### config.mk
export PLATFORM = sky130hd
export DESIGN_NAME = ps2_morse_top
export DESIGN_NICKNAME = d
export VERILOG_FILES = /design/src/rtl/ps2_morse_top.sv
export SDC_FILE = /design/constraint.sdc
export NUM_CORES = 1
export LEC_CHECK = 0
export ABC_AREA = 1
export ABC_CLOCK_PERIOD_IN_PS = 7050
export CORE_MARGIN = 3
export CORE_UTILIZATION = 55
export DETAILED_ROUTE_END_ITERATION = 16
export GPL_TIMING_DRIVEN = 0
export PLACE_DENSITY_LB_ADDON = 0.3
export SLEW_MARGIN = 30
export SYNTH_ARGS = -nofsm -noshare
export SYNTH_HDL_FRONTEND = slang
export SYNTH_SLANG_ARGS = --single-unit
### constraint.sdc
create_clock -name clk -period 7.05 [get_ports clk]
set_input_delay 1.41 -clock clk [delete_from_list [all_inputs] [get_ports clk]]
set_output_delay 1.41 -clock clk [all_outputs]
set_load 0.01 [all_outputs]
### src/rtl/ps2_morse_top.sv
// PS/2 keyboard to Morse transmitter: PS/2 receiver, scan-code decoder with symbol FIFO,
// Morse element sequencer and square-wave tone generator.
module ps2_morse_top #(
    parameter int UNIT_CYCLES = 2_500_000,
    parameter int DIT_HALF    = 25_000,
    parameter int DAH_HALF    = 31_250,
    parameter int FIFO_DEPTH  = 32,
    parameter int PS2_TIMEOUT = 50_000
) (
    input  logic clk,
    input  logic rst,
    input  logic ps2_clk,
    input  logic ps2_data,
    output logic dit_out,
    output logic dah_out,
    output logic morse_code_out,
    output logic tone_out
);
    localparam int PTR_W    = $clog2(FIFO_DEPTH);
    localparam int TMR_W    = $clog2(7 * UNIT_CYCLES);
    localparam int TO_W     = $clog2(PS2_TIMEOUT) + 1;
    localparam int HALF_MAX = (DAH_HALF > DIT_HALF) ? DAH_HALF : DIT_HALF;
    localparam int TONE_W   = $clog2(HALF_MAX) + 1;

    localparam logic [TMR_W-1:0]  TMR_ZERO = TMR_W'(0);
    localparam logic [TMR_W-1:0]  TMR_ONE  = TMR_W'(1);
    localparam logic [TMR_W-1:0]  DIT_LD   = TMR_W'(UNIT_CYCLES - 1);
    localparam logic [TMR_W-1:0]  DAH_LD   = TMR_W'(3 * UNIT_CYCLES - 1);
    localparam logic [TMR_W-1:0]  CHAR_LD  = TMR_W'(2 * UNIT_CYCLES - 1);
    localparam logic [TMR_W-1:0]  WORD_LD  = TMR_W'(7 * UNIT_CYCLES - 1);
    localparam logic [TO_W-1:0]   TO_LIM   = TO_W'(PS2_TIMEOUT - 1);
    localparam logic [TONE_W-1:0] DIT_TOP  = TONE_W'(DIT_HALF - 1);
    localparam logic [TONE_W-1:0] DAH_TOP  = TONE_W'(DAH_HALF - 1);
    localparam logic [PTR_W:0]    CNT_FULL = (PTR_W + 1)'(FIFO_DEPTH);
    localparam logic [5:0]        SYM_SPACE = 6'd36;

    typedef enum logic [2:0] {
        S_IDLE     = 3'd0,
        S_LOAD     = 3'd1,
        S_MARK     = 3'd2,
        S_SPACE    = 3'd3,
        S_CHAR_GAP = 3'd4,
        S_WORD_GAP = 3'd5
    } seq_state_t;

    function automatic logic odd_parity_ok(input logic [7:0] data, input logic par);
        return ^{data, par};
    endfunction

    // Returns {valid, symbol}: A-Z = 0..25, 0-9 = 26..35, Space = 36.
    function automatic logic [6:0] scan_to_sym(input logic [7:0] code);
        logic [6:0] r;
        case (code)
            8'h1C: r = 7'd64;  8'h32: r = 7'd65;  8'h21: r = 7'd66;  8'h23: r = 7'd67;
            8'h24: r = 7'd68;  8'h2B: r = 7'd69;  8'h34: r = 7'd70;  8'h33: r = 7'd71;
            8'h43: r = 7'd72;  8'h3B: r = 7'd73;  8'h42: r = 7'd74;  8'h4B: r = 7'd75;
            8'h3A: r = 7'd76;  8'h31: r = 7'd77;  8'h44: r = 7'd78;  8'h4D: r = 7'd79;
            8'h15: r = 7'd80;  8'h2D: r = 7'd81;  8'h1B: r = 7'd82;  8'h2C: r = 7'd83;
            8'h3C: r = 7'd84;  8'h2A: r = 7'd85;  8'h1D: r = 7'd86;  8'h22: r = 7'd87;
            8'h35: r = 7'd88;  8'h1A: r = 7'd89;
            8'h45: r = 7'd90;  8'h16: r = 7'd91;  8'h1E: r = 7'd92;  8'h26: r = 7'd93;
            8'h25: r = 7'd94;  8'h2E: r = 7'd95;  8'h36: r = 7'd96;  8'h3D: r = 7'd97;
            8'h3E: r = 7'd98;  8'h46: r = 7'd99;
            8'h29: r = 7'd100;
            default: r = 7'd0;
        endcase
        return r;
    endfunction

    // Returns {length, pattern}; pattern is left-aligned so bit 4 is the first element, 1 = dah.
    function automatic logic [7:0] sym_to_morse(input logic [5:0] sym);
        logic [7:0] r;
        case (sym)
            6'd0:  r = {3'd2, 5'b01000};  6'd1:  r = {3'd4, 5'b10000};
            6'd2:  r = {3'd4, 5'b10100};  6'd3:  r = {3'd3, 5'b10000};
            6'd4:  r = {3'd1, 5'b00000};  6'd5:  r = {3'd4, 5'b00100};
            6'd6:  r = {3'd3, 5'b11000};  6'd7:  r = {3'd4, 5'b00000};
            6'd8:  r = {3'd2, 5'b00000};  6'd9:  r = {3'd4, 5'b01110};
            6'd10: r = {3'd3, 5'b10100};  6'd11: r = {3'd4, 5'b01000};
            6'd12: r = {3'd2, 5'b11000};  6'd13: r = {3'd2, 5'b10000};
            6'd14: r = {3'd3, 5'b11100};  6'd15: r = {3'd4, 5'b01100};
            6'd16: r = {3'd4, 5'b11010};  6'd17: r = {3'd3, 5'b01000};
            6'd18: r = {3'd3, 5'b00000};  6'd19: r = {3'd1, 5'b10000};
            6'd20: r = {3'd3, 5'b00100};  6'd21: r = {3'd4, 5'b00010};
            6'd22: r = {3'd3, 5'b01100};  6'd23: r = {3'd4, 5'b10010};
            6'd24: r = {3'd4, 5'b10110};  6'd25: r = {3'd4, 5'b11000};
            6'd26: r = {3'd5, 5'b11111};  6'd27: r = {3'd5, 5'b01111};
            6'd28: r = {3'd5, 5'b00111};  6'd29: r = {3'd5, 5'b00011};
            6'd30: r = {3'd5, 5'b00001};  6'd31: r = {3'd5, 5'b00000};
            6'd32: r = {3'd5, 5'b10000};  6'd33: r = {3'd5, 5'b11000};
            6'd34: r = {3'd5, 5'b11100};  6'd35: r = {3'd5, 5'b11110};
            default: r = {3'd1, 5'b00000};
        endcase
        return r;
    endfunction

    logic [1:0]        clk_sync_r, dat_sync_r;
    logic              clk_prev_r;
    logic [10:0]       shift_r;
    logic [3:0]        bit_cnt_r;
    logic [TO_W-1:0]   to_cnt_r;
    logic              byte_stb_r;
    logic [7:0]        byte_r;
    logic              fall_s;
    logic [10:0]       frame_s;

    logic              break_r, ext_r, play_req_r;
    logic [6:0]        sym_lu_s;
    logic              push_s, enter_s, pop_s, play_clr_s;

    logic [5:0]        fifo_mem_r [FIFO_DEPTH];
    logic [PTR_W-1:0]  wr_ptr_r, rd_ptr_r;
    logic [PTR_W:0]    fifo_cnt_r;
    logic              fifo_full_s, fifo_empty_s;
    logic [5:0]        fifo_rd_s;

    seq_state_t        state_r, state_s;
    logic [TMR_W-1:0]  tmr_r, tmr_s;
    logic [2:0]        idx_r, idx_s, len_r, len_s;
    logic [4:0]        pat_r, pat_s;
    logic [7:0]        morse_lu_s;
    logic              cur_dah_s, dit_s, dah_s;
    logic              dit_r, dah_r, morse_r, dit_d_r, dah_d_r;
    logic [TONE_W-1:0] tone_cnt_r;
    logic [TONE_W-1:0] tone_top_s;
    logic              tone_r;

    // The 11th bit is the one arriving with the current falling edge, so validate the merged view.
    assign fall_s       = clk_prev_r & ~clk_sync_r[1];
    assign frame_s      = {dat_sync_r[1], shift_r[10:1]};
    assign fifo_full_s  = (fifo_cnt_r == CNT_FULL);
    assign fifo_empty_s = (fifo_cnt_r == {(PTR_W + 1){1'b0}});
    assign fifo_rd_s    = fifo_mem_r[rd_ptr_r];

    // PS/2 synchronisers, frame shifter, timeout and byte strobe.
    always_ff @(posedge clk or posedge rst) begin
        if (rst) begin
            clk_sync_r <= 2'b11;
            dat_sync_r <= 2'b11;
            clk_prev_r <= 1'b1;
            shift_r    <= 11'd0;
            bit_cnt_r  <= 4'd0;
            to_cnt_r   <= {TO_W{1'b0}};
            byte_stb_r <= 1'b0;
            byte_r     <= 8'd0;
        end else begin
            clk_sync_r <= {clk_sync_r[0], ps2_clk};
            dat_sync_r <= {dat_sync_r[0], ps2_data};
            clk_prev_r <= clk_sync_r[1];
            byte_stb_r <= 1'b0;
            if (fall_s) begin
                to_cnt_r <= {TO_W{1'b0}};
                shift_r  <= frame_s;
                if (bit_cnt_r == 4'd10) begin
                    bit_cnt_r <= 4'd0;
                    if (!frame_s[0] && frame_s[10] && odd_parity_ok(frame_s[8:1], frame_s[9])) begin
                        byte_stb_r <= 1'b1;
                        byte_r     <= frame_s[8:1];
                    end
                end else begin
                    bit_cnt_r <= bit_cnt_r + 4'd1;
                end
            end else if (bit_cnt_r != 4'd0) begin
                if (to_cnt_r == TO_LIM) begin
                    bit_cnt_r <= 4'd0;
                    to_cnt_r  <= {TO_W{1'b0}};
                end else begin
                    to_cnt_r <= to_cnt_r + TO_W'(1);
                end
            end else begin
                to_cnt_r <= {TO_W{1'b0}};
            end
        end
    end

    // Decode a strobed byte into a FIFO push or a play request; bytes after a prefix are swallowed.
    always_comb begin
        sym_lu_s = scan_to_sym(byte_r);
        push_s   = 1'b0;
        enter_s  = 1'b0;
        if (byte_stb_r && !break_r && !ext_r) begin
            push_s  = sym_lu_s[6] & ~fifo_full_s;
            enter_s = (byte_r == 8'h5A);
        end else begin
            push_s  = 1'b0;
            enter_s = 1'b0;
        end
    end

    // Prefix flags and the latched play request.
    always_ff @(posedge clk or posedge rst) begin
        if (rst) begin
            break_r    <= 1'b0;
            ext_r      <= 1'b0;
            play_req_r <= 1'b0;
        end else begin
            if (byte_stb_r) begin
                if (break_r || ext_r) begin
                    break_r <= 1'b0;
                    ext_r   <= 1'b0;
                end else if (byte_r == 8'hF0) begin
                    break_r <= 1'b1;
                end else if (byte_r == 8'hE0) begin
                    ext_r <= 1'b1;
                end
            end
            if (enter_s) begin
                play_req_r <= 1'b1;
            end else if (play_clr_s) begin
                play_req_r <= 1'b0;
            end
        end
    end

    // Symbol storage; contents are only meaningful below fifo_cnt_r, so no reset is needed.
    always_ff @(posedge clk) begin
        if (push_s) begin
            fifo_mem_r[wr_ptr_r] <= sym_lu_s[5:0];
        end
    end

    // FIFO pointers and occupancy.
    always_ff @(posedge clk or posedge rst) begin
        if (rst) begin
            wr_ptr_r   <= {PTR_W{1'b0}};
            rd_ptr_r   <= {PTR_W{1'b0}};
            fifo_cnt_r <= {(PTR_W + 1){1'b0}};
        end else begin
            if (push_s) wr_ptr_r <= wr_ptr_r + PTR_W'(1);
            if (pop_s)  rd_ptr_r <= rd_ptr_r + PTR_W'(1);
            case ({push_s, pop_s})
                2'b10:   fifo_cnt_r <= fifo_cnt_r + (PTR_W + 1)'(1);
                2'b01:   fifo_cnt_r <= fifo_cnt_r - (PTR_W + 1)'(1);
                default: fifo_cnt_r <= fifo_cnt_r;
            endcase
        end
    end

    // Sequencer next state; each timed state counts tmr down to zero.
    always_comb begin
        state_s    = state_r;
        tmr_s      = tmr_r;
        idx_s      = idx_r;
        len_s      = len_r;
        pat_s      = pat_r;
        pop_s      = 1'b0;
        play_clr_s = 1'b0;
        morse_lu_s = sym_to_morse(fifo_rd_s);
        case (state_r)
            S_IDLE: begin
                if (play_req_r && !fifo_empty_s) begin
                    state_s    = S_LOAD;
                    play_clr_s = 1'b1;
                end else begin
                    state_s = S_IDLE;
                end
            end
            S_LOAD: begin
                pop_s = 1'b1;
                idx_s = 3'd0;
                if (fifo_rd_s == SYM_SPACE) begin
                    state_s = S_WORD_GAP;
                    tmr_s   = WORD_LD;
                end else begin
                    state_s = S_MARK;
                    len_s   = morse_lu_s[7:5];
                    pat_s   = morse_lu_s[4:0];
                    tmr_s   = morse_lu_s[4] ? DAH_LD : DIT_LD;
                end
            end
            S_MARK: begin
                if (tmr_r == TMR_ZERO) begin
                    state_s = S_SPACE;
                    tmr_s   = DIT_LD;
                end else begin
                    tmr_s = tmr_r - TMR_ONE;
                end
            end
            S_SPACE: begin
                if (tmr_r != TMR_ZERO) begin
                    tmr_s = tmr_r - TMR_ONE;
                end else if (idx_r == len_r - 3'd1) begin
                    state_s = S_CHAR_GAP;
                    tmr_s   = CHAR_LD;
                end else begin
                    state_s = S_MARK;
                    idx_s   = idx_r + 3'd1;
                    tmr_s   = pat_r[3'd3 - idx_r] ? DAH_LD : DIT_LD;
                end
            end
            S_CHAR_GAP, S_WORD_GAP: begin
                if (tmr_r != TMR_ZERO) begin
                    tmr_s = tmr_r - TMR_ONE;
                end else if (fifo_empty_s) begin
                    state_s = S_IDLE;
                end else begin
                    state_s = S_LOAD;
                end
            end
            default: begin
                state_s = S_IDLE;
                tmr_s   = TMR_ZERO;
            end
        endcase
        cur_dah_s = pat_s[3'd4 - idx_s];
        dit_s     = (state_s == S_MARK) & ~cur_dah_s;
        dah_s     = (state_s == S_MARK) & cur_dah_s;
    end

    // Sequencer registers and keying outputs.
    always_ff @(posedge clk or posedge rst) begin
        if (rst) begin
            state_r <= S_IDLE;
            tmr_r   <= TMR_ZERO;
            idx_r   <= 3'd0;
            len_r   <= 3'd0;
            pat_r   <= 5'd0;
            dit_r   <= 1'b0;
            dah_r   <= 1'b0;
            morse_r <= 1'b0;
        end else begin
            state_r <= state_s;
            tmr_r   <= tmr_s;
            idx_r   <= idx_s;
            len_r   <= len_s;
            pat_r   <= pat_s;
            dit_r   <= dit_s;
            dah_r   <= dah_s;
            morse_r <= dit_s | dah_s;
        end
    end

    assign tone_top_s = dah_r ? DAH_TOP : DIT_TOP;

    // Tone generator: phase restarts on each element so every mark begins identically.
    always_ff @(posedge clk or posedge rst) begin
        if (rst) begin
            dit_d_r    <= 1'b0;
            dah_d_r    <= 1'b0;
            tone_cnt_r <= {TONE_W{1'b0}};
            tone_r     <= 1'b0;
        end else begin
            dit_d_r <= dit_r;
            dah_d_r <= dah_r;
            if (!(dit_r || dah_r)) begin
                tone_cnt_r <= {TONE_W{1'b0}};
                tone_r     <= 1'b0;
            end else if ((dit_r && !dit_d_r) || (dah_r && !dah_d_r)) begin
                tone_cnt_r <= {TONE_W{1'b0}};
                tone_r     <= 1'b0;
            end else if (tone_cnt_r == tone_top_s) begin
                tone_cnt_r <= {TONE_W{1'b0}};
                tone_r     <= ~tone_r;
            end else begin
                tone_cnt_r <= tone_cnt_r + TONE_W'(1);
            end
        end
    end

    assign dit_out        = dit_r;
    assign dah_out        = dah_r;
    assign morse_code_out = morse_r;
    assign tone_out       = tone_r;
endmodule

==> metrics.yaml <==
met1Wirelength_um: 16700
comb_power_share_pct: 5.4
cts_root_buffer: "clkbuf_16"
rsz0062_at_grt: "false"
min_path_type: "flop to flop"
final_cell_mix: "410 x nand2_1, 209 x nor2_1, 193 x inv_1"
num_rows: 61
design_area_sq_um: 17600
cts_setup_buffers: 0
muxShareOfSynthArea_pct: 0.0633
period_minus_slack_ps: 3940
synth_fp_nets: 1778
cp_data_required_time_ps: 7440
route.met3.wl_um: 3790
tightest_slew_ps: 681
synth_top_family_by_area: "simple AND/OR/NAND/NOR gates"
die_h_um: 176
fin_crit_sh_pct: 55.9
fill_cells: 2356
synth_top_cell_area_share_pct: 36.5
vdd_drop_max_uv: 180
synth_area_per_cell_sq_um: 9.06
max_cap_violations: 0
cpPeakStageDelay_ps: 440
wl_met2_um: 19000
start_util_pct: 56.3
synth_cell_types: 52
regArea_sq_um: 8900
syn-cell-area_sq_um: 15800
relSlewSlack_pct: 54.2
grt_pass1_vias: 12159
critPathSlowestCell: "dfrtp_1"
drtIter0Drc: 1470
io_pins: 8
path_max_fanout: 7
grt_antenna_before_repair: 0
seq_area_frac_synth_pct: 56.3
h-tree-depth: 2
via_per_inst: 5.72
yosysTopAreaCell: "edfxtp_1"
drt_first_pass_iters: 8
synth_fa_ha_area_share_pct: 2.38
clk_latency_ps: 520
final_common_cell: "nand2_1"
yosys.area_share.simple_pct: 22.9
io_buffers: 7
path_cells: "inv_1, ha_1, nand2_1, nand2_1, nor2_1, nor3_1, nand2_1, a2111oi_0, nand2_1, ha_1, clkbuf_1, nand2_1, inv_1, nor2_1, nand3_1, o21ai_0, a31oi_1, nor2_1, inv_1, o311ai_0, xor2_1"
path_class: "flop to flop"
power_frac_clock_pct: 43.7
fmax_mhz: 254
cellPowerDensity_nw_per_um2: 229
die_w_um: 176
dpl.hpwl_um: 27600
finalSetupTns_ps: 0
multiInputGateArea_sq_um: 5800
leakage_nw: 7.45
top_layer: "met4"
vias: 12572
post_cts_resized: 0
ys_seq_elements: 317
seq_power_share_pct: 50.9
setup_viol: 0
grt_usage_pct: 26.9
finalHoldViolCount: 0
swShare_pct: 22.9
fin_skew_ps: 20.7
clk_pin_slew_worst_paths_ps: 60
gp_congestion: 0.929
cts_buffer_depth: 3
status: "finished clean"
clock_sinks: 317
slew_viol_final: 0
routed_wl_um: 40900
worstSetupStartpointType: "flop"
die_area_sq_um: 30800
end_kind: "flop"
grt-ovfl-total: 0
diodes: 0
finalNetCount: 1831
p_int_w: 0.00312
synth_ff_type: "edfxtp_1"
drc: 0
synth_compound_area_share_pct: 8.27
final_layout_size_suffix_gt1_share_pct: 7.81
ant_nets: 0
syn_to_final_growth_pct: 11.5
synth-edff-count: 192
wire_per_inst_um: 18.6
synthTopCellsByArea: "edfxtp_1 36%, dfrtp_1 19%, nand2_1 9.7%"
crit_path_frequent_cell: "nand2_1"
postSynthCellCount: 1744
synth-xor-area-share_pct: 2.83
switchingPower_w: 0.000925
grt_max_degree: 81
grt_pass1_wl_um: 65200
cts_tree: "built"
post_dp_cell_area_sq_um: 16500
synth_warnings: 0
postCtsHoldBufs: 0
critPathArrivalTime_ps: 4330
numCtsBuffers: 36
synth-async-reset-ratio_pct: 39.4
coreArea_sq_um: 28100
routing by layer:
layer	vias to the layer above	track usage, %
met1	5946	36.8
li1	5906	-
met5	-	0
met4	0	8.87
met3	114	5.27
met2	606	43.5
flip-flops by register name, indices dropped and copies added, names as in the netlist, 2 cells and up:
signal      count
wr_ptr_r        5
idx_r           3
rd_ptr_r        5
clk_sync_r      2
state_r         3
byte_r          8
tone_cnt_r     16
len_r           3
shift_r        10
fifo_cnt_r      6
dat_sync_r      2
pat_r           5
tmr_r          25
bit_cnt_r       4
fifo_mem_r    192
to_cnt_r       17
power by group through the flow:
stage                     sequential (W)  clock, W  combinational [W]
final                            0.00206   0.00176           0.000219
after global routing             0.00206   0.00187           0.000249
after CTS                        0.00206   0.00178           0.000220
after detailed placement         0.00209         0           0.000219
after global placement           0.00210         0           0.000189
after floorplan                  0.00209         0           0.000144
worst max-delay path: cells and delay by family (launching register included):
family,cells,cell delay [ps]
flip-flops,1,440
buffers and inverters,4,520
AND/OR/NAND/NOR,10,1330
XOR/XNOR,1,110
adder cells (fa/ha/maj),2,510
AO/OA/AOI/OAI,4,920
worst paths after layout:
check	from	end	slack, ps	depth (start not counted)
max in group asynchronous	rst	dat_sync_r[1]	5030	3
hold reg to reg	clk_sync_r[0]	clk_sync_r[1]	360	0
min in group asynchronous	rst	tmr_r[20]	1280	2
hold / removal	clk_sync_r[0]	clk_sync_r[1]	360	0
setup reg to reg	byte_r[1]	fifo_cnt_r[5]	3110	21
setup / recovery	byte_r[1]	fifo_cnt_r[5]	3110	21
cell usage after synthesis (8+ instances only):
library cell,n
a21oi_1,57
nand4_1,14
xor2_1,34
edfxtp_1,192
o21ai_0,98
inv_1,195
o211ai_1,9
ha_1,30
xnor2_1,17
buf_6,17
nand3_1,156
nor2_1,209
clkbuf_1,17
nand2_1,410
buf_2,8
dfrtp_1,120
o21ai_1,20
buf_4,10
nor3_1,28
through the flow:
step	worst slack, ps	instances	util (%)	hold WS, ps	power, W
6_report	3110	2197	62.7	360	0.00404
5_1_grt	2610	2197	62.7	360	0.00418
4_1_cts	3100	2197	62.7	357	0.00406
3_5_place_dp	3090	2137	58.8	349	0.00231
3_3_place_gp	362	2129	58.2	346	0.00228
2_1_floorplan	2320	1744	-	345	0.00223
cell type report:
type	instances	share of cell area, %
plain buffers	52	2.10
clock buffers	41	5.22
clock inverters	19	0.980
inverters	206	4.46
multi-input cells	1169	32.9
flip-flops and latches	317	50.5
well taps	378	2.68
repair buffers	15	1.14
logic make-up (layout without fill, tap and decap cells):
| logic type | Yosys count | after routing |
|---|---|---|
| AOI/OAI and AO/OA | 231 | 231 |
| xor gates and xnor gates | 51 | 51 |
| adders and majority gates | 30 | 30 |
| buffers and inverters | 258 | 333 |
| DFF | 317 | 317 |
| muxes | 1 | 1 |
| and+or+nand+nor | 856 | 856 |
Note: power is estimated with default switching activity, not from simulation.
